**config.mk**
```make
export PLATFORM = sky130hd
export DESIGN_NAME = regfile_wb_arbiter
export DESIGN_NICKNAME = d
export VERILOG_FILES = /design/src/rtl/regfile_arb_pkg.sv /design/src/rtl/regfile_scoreboard.sv /design/src/rtl/regfile_wb_arbiter.sv
export SDC_FILE = /design/constraint.sdc
export NUM_CORES = 1
export LEC_CHECK = 0
export ABC_AREA = 1
export CAP_MARGIN = 10
export CELL_PAD_IN_SITES_DETAIL_PLACEMENT = 1
export CELL_PAD_IN_SITES_GLOBAL_PLACEMENT = 1
export CORE_ASPECT_RATIO = 0.9
export CORE_UTILIZATION = 37
export DETAILED_ROUTE_END_ITERATION = 10
export GPL_ROUTABILITY_DRIVEN = 0
export PLACE_DENSITY = 0.89
export SKIP_LAST_GASP = 1
export SLEW_MARGIN = 20
export SYNTH_ARGS = -nofsm -noshare
export SYNTH_HDL_FRONTEND = slang
export SYNTH_SLANG_ARGS = --single-unit
```
**constraint.sdc**
```tcl
create_clock -name clk -period 2.89 [get_ports clk]
set_input_delay 0.4335 -clock clk [delete_from_list [all_inputs] [get_ports clk]]
set_output_delay 0.4335 -clock clk [all_outputs]
set_load 0.01 [all_outputs]
```
**src/rtl/regfile_arb_pkg.sv**
```systemverilog
// Shared types for the register-file write-port arbiter: FSM states, register-file constants
// and the write-request record used for the LU holding buffer and the grant path.
package regfile_arb_pkg;

  localparam int NUM_REGS = 32;
  localparam int DATA_W = 32;
  localparam logic [4:0] REG_ZERO = 5'd0;

  typedef enum logic [1:0] {
    IDLE,
    HELD,
    FORCE
  } state_t;

  // "reg" is a keyword, so the destination field is regAddr.
  typedef struct packed {
    logic valid;
    logic [4:0] regAddr;
    logic [DATA_W-1:0] data;
  } wr_req_t;

endpackage

```
**src/rtl/regfile_scoreboard.sv**
```systemverilog
// Busy scoreboard: one bit per register with an outstanding long-latency write.
// Set (issue) wins over clear (LU grant) on the same register; register 0 is never marked.
module regfile_scoreboard
  import regfile_arb_pkg::*;
(
  input  logic                clk,
  input  logic                reset,
  input  logic                setEn,
  input  logic [4:0]          setReg,
  input  logic                clrEn,
  input  logic [4:0]          clrReg,
  input  logic [4:0]          rsReg,
  input  logic [4:0]          rtReg,
  output logic [NUM_REGS-1:0] busy,
  output logic                hazardStall
);

  logic [NUM_REGS-1:0] busyNext;

  always_comb begin
    busyNext = busy;
    if (clrEn) busyNext[clrReg] = 1'b0;
    if (setEn && setReg != REG_ZERO) busyNext[setReg] = 1'b1;
  end

  always_ff @(posedge clk or negedge reset) begin
    if (!reset) busy <= '0;
    else        busy <= busyNext;
  end

  // Read ports look at the registered vector only, so a same-cycle issue is not seen yet.
  assign hazardStall = (rsReg != REG_ZERO && busy[rsReg]) ||
                       (rtReg != REG_ZERO && busy[rtReg]);

endmodule

```
**src/rtl/regfile_wb_arbiter.sv**
```systemverilog
// Arbitrates the register file's single write port between the WB stage and a 1-entry LU buffer,
// with WB priority bounded by MAX_WAIT. Optional conflict counter under ARB_CONFLICT_CNT_EN.
//
// LU handshake: a result transfers on a rising edge where lu_valid && lu_ready; lu_ready is high
// when the buffer is empty or is being drained this cycle; lu_reg/lu_data hold while stalled.
module regfile_wb_arbiter
  import regfile_arb_pkg::*;
#(
  parameter int N = 32,
  parameter int MAX_WAIT = 4
`ifdef ARB_CONFLICT_CNT_EN
  , parameter int CNT_W = 16
`endif
)(
  input  logic                clk,
  input  logic                reset,
  input  logic                wb_valid,
  input  logic [4:0]          wb_reg,
  input  logic [N-1:0]        wb_data,
  input  logic                lu_valid,
  output logic                lu_ready,
  input  logic [4:0]          lu_reg,
  input  logic [N-1:0]        lu_data,
  input  logic                issue_valid,
  input  logic [4:0]          issue_reg,
  input  logic [4:0]          rs_reg,
  input  logic [4:0]          rt_reg,
  output logic                hazard_stall,
  output logic                wb_stall,
  output logic                RegWrite,
  output logic [4:0]          WriteRegister,
  output logic [N-1:0]        WriteData,
  output state_t              dbgState,
  output logic [NUM_REGS-1:0] busy_vector
`ifdef ARB_CONFLICT_CNT_EN
  , output logic [CNT_W-1:0]  conflict_count
`endif
);

  localparam logic [3:0] WAIT_MAX = 4'(MAX_WAIT);
  localparam logic [3:0] WAIT_LAST = 4'(MAX_WAIT - 1);

  state_t     state, stateNext;
  wr_req_t    luBuf, luBufNext, grant;
  logic [3:0] waitCnt, waitCntNext;
  logic       luGrant;

  always_comb begin
    stateNext   = state;
    luBufNext   = luBuf;
    waitCntNext = waitCnt;
    grant       = '0;
    luGrant     = 1'b0;
    lu_ready    = 1'b0;
    wb_stall    = 1'b0;

    case (state)
      IDLE: begin
        lu_ready = 1'b1;
        if (wb_valid) grant = '{valid: 1'b1, regAddr: wb_reg, data: DATA_W'(wb_data)};
      end
      HELD: begin
        if (wb_valid) begin
          grant = '{valid: 1'b1, regAddr: wb_reg, data: DATA_W'(wb_data)};
          if (waitCnt != WAIT_MAX) waitCntNext = waitCnt + 4'd1;
          if (waitCnt >= WAIT_LAST) stateNext = FORCE;
        end else begin
          luGrant  = 1'b1;
          lu_ready = 1'b1;
        end
      end
      FORCE: begin
        wb_stall = 1'b1;
        luGrant  = 1'b1;
        lu_ready = 1'b1;
      end
      default: stateNext = IDLE;
    endcase

    if (luGrant) begin
      grant           = luBuf;
      luBufNext.valid = 1'b0;
      waitCntNext     = '0;
      stateNext       = IDLE;
    end

    // A refill in the draining cycle keeps the buffer full.
    if (lu_valid && lu_ready) begin
      luBufNext = '{valid: 1'b1, regAddr: lu_reg, data: DATA_W'(lu_data)};
      stateNext = HELD;
    end
  end

  always_ff @(posedge clk or negedge reset) begin
    if (!reset) begin
      state         <= IDLE;
      luBuf         <= '0;
      waitCnt       <= '0;
      RegWrite      <= 1'b0;
      WriteRegister <= '0;
      WriteData     <= '0;
    end else begin
      state    <= stateNext;
      luBuf    <= luBufNext;
      waitCnt  <= waitCntNext;
      // A grant to register 0 is consumed but never reaches the register file.
      RegWrite <= grant.valid && grant.regAddr != REG_ZERO;
      if (grant.valid) begin
        WriteRegister <= grant.regAddr;
        WriteData     <= N'(grant.data);
      end
    end
  end

  assign dbgState = state;

  regfile_scoreboard u_scoreboard (
    .clk         (clk),
    .reset       (reset),
    .setEn       (issue_valid),
    .setReg      (issue_reg),
    .clrEn       (luGrant),
    .clrReg      (luBuf.regAddr),
    .rsReg       (rs_reg),
    .rtReg       (rt_reg),
    .busy        (busy_vector),
    .hazardStall (hazard_stall)
  );

`ifdef ARB_CONFLICT_CNT_EN
  // Cycles where WB competes with a full buffer, saturating at all-ones.
  always_ff @(posedge clk or negedge reset) begin
    if (!reset) conflict_count <= '0;
    else if (wb_valid && state != IDLE && conflict_count != '1)
      conflict_count <= conflict_count + CNT_W'(1);
  end
`endif

endmodule

```
# After elaboration in Yosys (flattened, before gate mapping)

Index checks and enable logic that the tools add are counted.

Muxes and demuxes: 28
Eq/ne operators: 6
$add $sub $neg: 1
Order comparisons: 7
Bitwise operators: 3
Reductions and logical operators: 21

Operator list:

| cell                                                                                 | count |
|---|---|
| 38-bit two-way mux                                                                   | 4 |
| 32-bit two-way mux                                                                   | 2 |
| 32-bit AND                                                                           | 1 |
| 32-bit NOT                                                                           | 1 |
| 32-bit bitwise OR                                                                    | 1 |
| 5-bit by 6-bit less-than comparator with 1-bit output (second input constant)        | 4 |
| 5-bit nonzero test                                                                   | 4 |
| 4-bit two-way mux                                                                    | 4 |
| 1-bit binary-select mux with 5-bit select                                            | 2 |
| 1-bit demux with 5-bit select                                                        | 2 |
| 5-bit by 1-bit greater-or-equal comparator with 1-bit output (second input constant) | 2 |
| 2-bit two-way mux                                                                    | 4 |
| 4-bit inequality test (second input constant)                                        | 2 |
| 2-bit nonzero test                                                                   | 4 |
| 1-bit logical AND                                                                    | 7 |
| 1-bit two-way mux                                                                    | 7 |
| 3-bit AND reduction                                                                  | 2 |
| 4-bit by 1-bit adder with 4-bit output (second input constant)                       | 1 |
| 4-bit by 2-bit greater-or-equal comparator with 1-bit output (second input constant) | 1 |
| 4-bit by 3-bit inequality test with 1-bit output (second input constant)             | 1 |
| 1-bit case mux with 2 select lines                                                   | 2 |
| 2-bit case mux with 2 select lines                                                   | 1 |
| 2-bit OR reduction                                                                   | 2 |
| 3-bit by 1-bit inequality test with 1-bit output (second input constant)             | 1 |
| 4 further kinds                                                                      | 4 |

Word-level logic and storage cells: 75
Output and inout bits: 75
Bits of input ports: 94
Register bits: 114

# Longest topological paths before layout

Gate-level depths: netlist of the first run.

Depth in word-level cells: 9
Mapped depth: 14
Mapped depth without buffers: 13

# Cells and area by module

A second synthesis of the first run with hierarchy kept.

Cell total of the unflattened synthesis: 799
Area, all modules: 6,169.7 um^2

By module, submodules not included:

| module             | instances | area an instance (um^2) | cells each | seq. area each (um^2) |
|---|---|---|---|---|
| regfile_wb_arbiter | 1         | 4,025.1                 | 472        | 2,052.0 |
| regfile_scoreboard | 1         | 2,144.6                 | 327        | 800.8 |

# Worst setup path before layout of the first run

OpenSTA, ideal clock, no wires.

Kind: input-to-output
Start point: input rs_reg[0]
End point: output hazard_stall
Required time: 2,457 ps
Path buffers: 2
Setup slack: 1,020 ps
Arrival: 1,436 ps
Stages on the path: 14
Cell sequence: buf_2 > inv_1 > buf_2 > nand2_1 > nand3_1 > nand2_1 > nand2_1 > nand2_1 > inv_1 > nand2_1 > nand2_1 > nand2_1 > inv_1 > nand2_1

Cells in the longest elaborated chain, start to end: 4
Elaborated cells between the ends (all ways): 5
Those cells by class: mux: 2; reduce/logical: 3

Ends and longest elaborated chain:

| item                                      | line                     | source |
|---|---|---|
| start, declared                           | regfile_wb_arbiter.sv:26 | `input logic [4:0] rs_reg,` |
| 1-bit binary-select mux with 5-bit select | regfile_scoreboard.sv:32 | `assign hazardStall = (rsReg != REG_ZERO && busy[rsReg]) \|\|` |
| 1-bit two-way mux (implied by the code)   | regfile_scoreboard.sv:32 |  |
| 1-bit logical AND (*)                     | regfile_scoreboard.sv:32 |  |
| 1-bit logical OR (*)                      | regfile_scoreboard.sv:32 |  |
| end, declared                             | regfile_wb_arbiter.sv:28 | `output logic hazard_stall,` |

Mark *: on every way between the ends. The rest lies on a longest branch, timed or not. The select of a mux whose other input is x is not followed.

# Final worst setup path of the first run

Ends and elaborated chain as after synthesis.

==> results.cfg, run 1 <==
[drt]
routedWlPerCell_um = 18.52
num_vias = 5975
drc_errors = 0
drt_first_pass_iters = 6
drtIter0Drc = 438
routed_wl_mm = 20.85
ant_nets = 0
vias_per_cell = 5.306

[timing]
finalClockSkew_ns = 0.007592
rsz0062_at_grt = false
hold_viol_final = 0
worst_slack_ns = 0.3267
maxClockFrequency_mhz = 390.1
finalSetupTns_ns = 0
holdWs_ns = 0.01694
slew_headroom_pct = 58.21
fin_crit_ns = 2.563
setup_viol = 0
worst_pin_slew_ns = 0.6268
drv_slew = 0
fin_crit_sh_pct = 88.70

[floorplanning]
ios = 169
dieArea_mm2 = 0.01619
core_mm2 = 0.01539
die_w_um = 134.0
dieHeight_um = 120.8
start_util_pct = 37.71
rows = 43

[global_route]
grtUsageMet3_pct = 5.325
grt_pass1_wl_mm = 32.33
grt_max_degree = 61
grt_overflow = 0
antenna_found_initial = 1
grt_pass1_vias = 6100
met1_usage_pct = 33.34
busiest_layer = met2
met2_usage_pct = 44.07
grt_util_all_layers_pct = 26.42

[pwr]
ir_worst_vdd_mv = 0.8204
power_density_mw_per_mm2 = 1100
total_power_mw = 9.155
leakagePower_nw = 3.845

[clocking]
cts_buffer_depth = 2
clkTransAtPathRegs_ns = 0.06
cts_hold_buf = 0
htreeDepth = 4
numCtsBuffers = 17
clk_latency_ns = 0.42
clockRootBuffer = clkbuf_16
cts_tree = done
cts_sinks = 114

[place]
dp_slack_ns = 0.02866
place_hpwl_mm = 14.46
port_buffers = 168

[synth]
synth_edf_count = 0
synth_nets = 838
synth_cell_type_count = 27
synthFlopType = dfrtp_1
synth-seq-cells = 114
async_flop_share_pct = 100.0
netlist_instances = 737
syn_area_per_cell_um2 = 7.872
yosysWarnings = 0
synth_seq_area_share_pct = 49.17
netlist_area_mm2 = 0.005802

[critical_path]
end_kind = output port
regToRegStartpoint = dbgState[0]
crit_arrival_ns = 2.13
r2r_slack_ns = 0.61
worst_setup_path_start_kind = primary input
path_max_fanout = 8
path_class = primary input to output port
worstPathRequired_ns = 2.46
critical_path.startpoint = rs_reg[0]

[final_layout]
layout.nets = 1011
syn2layout_area_growth_pct = 43.43
drive_gt1_share_pct = 7.584
final_cell_mix = clkdlybuf4s50_1 (166), nand2_1 (165), dfrtp_1 (114)
final_common_cell = clkdlybuf4s50_1

[outcome]
status = complete, no violations

[flow_run]
drv_cap = 0

[min_path]
hold_path_class = primary input to asynchronous set/reset pin
[cells in the mapped netlist (2+ instances only)]
library cell    n  area (um2)
clkbuf_1       10       37.54
nand2_4         2       22.52
a21oi_1        39       195.2
nor2_1         50       187.7
nor3_1         15       75.07
a31oi_1         4       25.02
nand2_2         3       18.77
nand3_1       100       500.5
nand4_1         4       25.02
ha_1            7       87.58
o22ai_1         7       43.79
buf_2          16       80.08
buf_4           6       45.04
o211ai_1       29       217.7
dfrtp_1       114        2853
nand2_1       166       623.1
o21ai_0        45       225.2
o31ai_1         3       22.52
inv_2           2       7.510
mux2_2          8       90.09
clkinv_1        2       7.510
inv_1         100       375.4
[cell families (layout without fill, tap and decap cells)]
| kind of cell | after synthesis | count (layout) | share of synthesized area [%] |
|---|---|---|---|
| AND/OR/NAND/NOR | 342 | 342 | 25.32 |
| buffers and inverters | 136 | 322 | 9.532 |
| AO/OA/AOI/OAI | 130 | 130 | 12.92 |
| flip-flops | 114 | 114 | 49.17 |
| multiplexers | 8 | 8 | 1.553 |
| adder cells (fa/ha/maj) | 7 | 7 | 1.510 |
| other | 0 | 1 | 0 |
[worst max-delay path, cell delays in order]
cell,delay [ns]
clkdlybuf4s50_1,0.53
clkinvlp_4,0.18
buf_12,0.17
nand2_1,0.06
nand3_1,0.10
nand3_1,0.10
nand3_1,0.11
nand2_1,0.08
nand2_1,0.04
nand2_1,0.06
inv_1,0.03
nand2_1,0.05
dlymetal6s2s_1,0.17
[power breakdown]
group / leakage [nW] / internal (mW) / switching [mW]
Sequential: 1.32 / 2.38 / 0.535
Clock: 0.260 / 1.19 / 0.816
Combinational: 2.27 / 1.86 / 2.38
[final cells by class]
cell class	count	area (um2)
inverters	104	397.9
repair buffers	186	1854
clock inverters	14	133.9
fillers	1877	7066
diodes	1	2.502
multi-input cells	487	2399
clock buffers	18	429.2
well taps	202	252.7
flip-flops and latches	114	2853
[metal layers]
metal	routed length (um)	vias up
met4	557	0
met5	0	-
li1	-	2768
met3	1022	49
met2	10310	211
met1	8962	2947
[per-stage QoR]
stage	instances	instance area, um2	util [%]
5_1_grt	1126	8322	54.08
3_3_place_gp	1090	7699	50.03
2_1_floorplan	737	5802	-
3_5_place_dp	1090	7699	50.03
6_report	1126	8322	54.08
4_1_cts	1122	8262	53.69
[registers in the layout, indices dropped and copies added, names as in the netlist]
signal	count
waitCnt	4
luBuf	38
WriteRegister	5
WriteData	32
u_scoreboard.busy	32
RegWrite	1
dbgState	2
[path summary, 6_finish.rpt]
kind / cells past startpoint / to
setup / recovery: 13 / hazard_stall
min in group clk: 2 / luBuf[0]
max in group asynchronous: 2 / WriteData[8]
setup reg to reg: 7 / u_scoreboard.busy[2]
hold reg to reg: 2 / luBuf[0]
hold / removal: 1 / WriteData[24]
[timing repair]
item | CTS | global route
resized for setup | 0 | 3
buffers inserted | 0 | 3
endpoints found under the setup margin | 0 | 1
(Power assumes the default switching activity.)
==> run 2, diff against run 1 <==
--- a/constraint.sdc
+++ b/constraint.sdc
@@ -3,2 +3,2 @@
 set_output_delay 0.4335 -clock clk [all_outputs]
-set_load 0.01 [all_outputs]
+set_load 0.005 [all_outputs]
==> run 2 against run 1 <==
  * Global-route usage increased by 0.53 points
  * Clock power about the same
  * Total power decreased by 1.9%
  * Core utilization decreased by 0.089 points
  * Sequential power about the same
  * Clock skew decreased by 0.00072 ns
  * Sequential share of layout area increased by 0.057 points
  * Register-to-register slack got worse by 0.02 ns
  * Non-clock buffer count decreased by 1
  * Die area unchanged
  * Fmax decreased by 5.7%
  * Critical path type unchanged
  * Largest power group unchanged
  * Highest routed layer unchanged
==> results.cfg, run 2 (synthesized netlist as in run 1, its figures left out) <==
[pwr]
power_density_mw_per_mm2 = 1081
swShare_pct = 39.11
leakagePower_nw = 3.863
intPower_mw = 5.470
pwr-share-clk_pct = 22.0
p_switching_mw = 3.513
combPwrFrac_pct = 45.4
ir_worst_vdd_mv = 0.6538
p_seq_share_pct = 32.6

[clocking]
cts_hold_buf = 0
clk_latency_ns = 0.41
clkTransAtPathRegs_ns = 0.05
htreeDepth = 4
cts_tree = done
numCtsBuffers = 17
cts_sinks = 114
clockRootBuffer = clkbuf_16
cts_buffer_depth = 2

[final_layout]
regMostFlops = luBuf
drive_gt1_share_pct = 7.600
layout.nets = 1010
finalCoreUtilization_pct = 53.99
largest_reg_flops = 38
final_common_cell = nand2_1
final_cell_mix = nand2_1 (165), clkdlybuf4s50_1 (164), dfrtp_1 (114)
stdcell_area_mm2 = 0.008308
largest_registers = luBuf x38, WriteData x32, u_scoreboard.busy x32
syn2layout_area_growth_pct = 43.20

[global_route]
grt_max_degree = 61
grt_pass1_wl_mm = 33.17
grt_pass1_vias = 6288
grt_overflow = 0
antenna_found_initial = 2
grt_util_all_layers_pct = 26.95

[drt]
vias_per_cell = 5.315
routedWlPerCell_um = 18.76
ant_nets = 0
num_vias = 5979
drt_first_pass_iters = 5
routed_wl_mm = 21.11
drtIter0Drc = 349
drc_errors = 0

[floorplanning]
start_util_pct = 37.71
dieHeight_um = 120.8
die_w_um = 134.0
ios = 169
dieArea_mm2 = 0.01619
core_mm2 = 0.01539
rows = 43

[place]
place_hpwl_mm = 14.87
port_buffers = 168
place_area_mm2 = 0.007691

[critical_path]
r2r_slack_ns = 0.59
r2r_cells = 9
regToRegStartpoint = dbgState[1]
end_kind = output port
rr_endpoint = u_scoreboard.busy[6]
path_max_fanout = 9
worstPathRequired_ns = 2.46
path_class = primary input to output port
crit_arrival_ns = 2.28
worst_setup_path_start_kind = primary input
critical_path.startpoint = rt_reg[1]
crit_path_end = hazard_stall

[timing]
worst_pin_slew_ns = 0.6375
slew_headroom_pct = 57.50
fin_crit_ns = 2.718
drv_slew = 0
setup_viol = 0
rsz0062_at_grt = false
fin_crit_sh_pct = 94.05
maxClockFrequency_mhz = 367.9
finalSetupTns_ns = 0
finalClockSkew_ns = 0.006872
hold_viol_final = 0

[outcome]
status = complete, no violations

[min_path]
hold_path_class = primary input to asynchronous set/reset pin

[flow_run]
drv_cap = 0
==> run 2: worst min path at each step <==
stage / from / end / slack [ns] / depth (start not counted)
6_report: reset / WriteData[24] / 0.04 / 1
5_1_grt: reset / WriteData[24] / 0.07 / 1
4_1_cts: reset / WriteData[24] / 0.06 / 1
3_5_place_dp: reset / WriteData[24] / 0.49 / 1
3_3_place_gp: reset / WriteData[24] / 0.48 / 1
2_1_floorplan: reset / RegWrite / 0.14 / 0
==> run 2: worst max-delay path: stages <==
cell	delay, ns
clkdlybuf4s50_1	0.48
clkinv_1	0.26
nand3_1	0.19
nand2_1	0.08
nand2_1	0.07
nand2_1	0.06
inv_1	0.05
nand2_1	0.05
nand2_1	0.05
nand2_1	0.04
inv_1	0.04
nand2_1	0.04
clkdlybuf4s50_1	0.44
==> run 2: power groups by stage <==
stage	logic [mW]	registers [mW]	clock network, mW
final	4.08	2.93	1.98
after global routing	4.49	3.02	2.07
after CTS	4.09	2.93	2.00
after detailed placement	4.00	2.92	0
after global placement	3.81	2.87	0
after floorplan	2.15	2.80	0
==> run 2: through the flow <==
step           worst slack [ns]  cells  power, mW  hold WS (ns)
3_5_place_dp            0.02128   1089      6.926        0.4862
6_report                 0.1718   1125      8.983       0.04088
3_3_place_gp            0.09039   1089      6.687        0.4828
2_1_floorplan             1.046    737      4.950        0.1379
5_1_grt                 0.03794   1125      9.583       0.07373
4_1_cts                 0.03228   1120      9.010       0.05694
==> run 2: per-layer routing <==
layer / wire length, um / vias up / track usage [%]
met2: 10430 / 181 / 44.98
met5: 0 / - / 0
met4: 657 / 0 / 11.93
met3: 869 / 43 / 4.780
met1: 9153 / 2987 / 34.10
li1: - / 2768 / -
==> run 2: area by class of cell <==
cell class	instances	area, um2
fill	1872	7079
sequential	114	2853
multi-input combinational	487	2401
timing repair buffer	185	1843
clock buffer	21	470.5
inverter	104	397.9
tap	202	252.7
clock inverter	10	85.08
antenna	2	5.005
==> run 2: what timing repair did <==
action                                 4_1_cts  5_1_grt
resized for setup                            0        8
buffers inserted                             0        3
setup endpoints to repair                    0        1
endpoints found under the hold margin        0        0
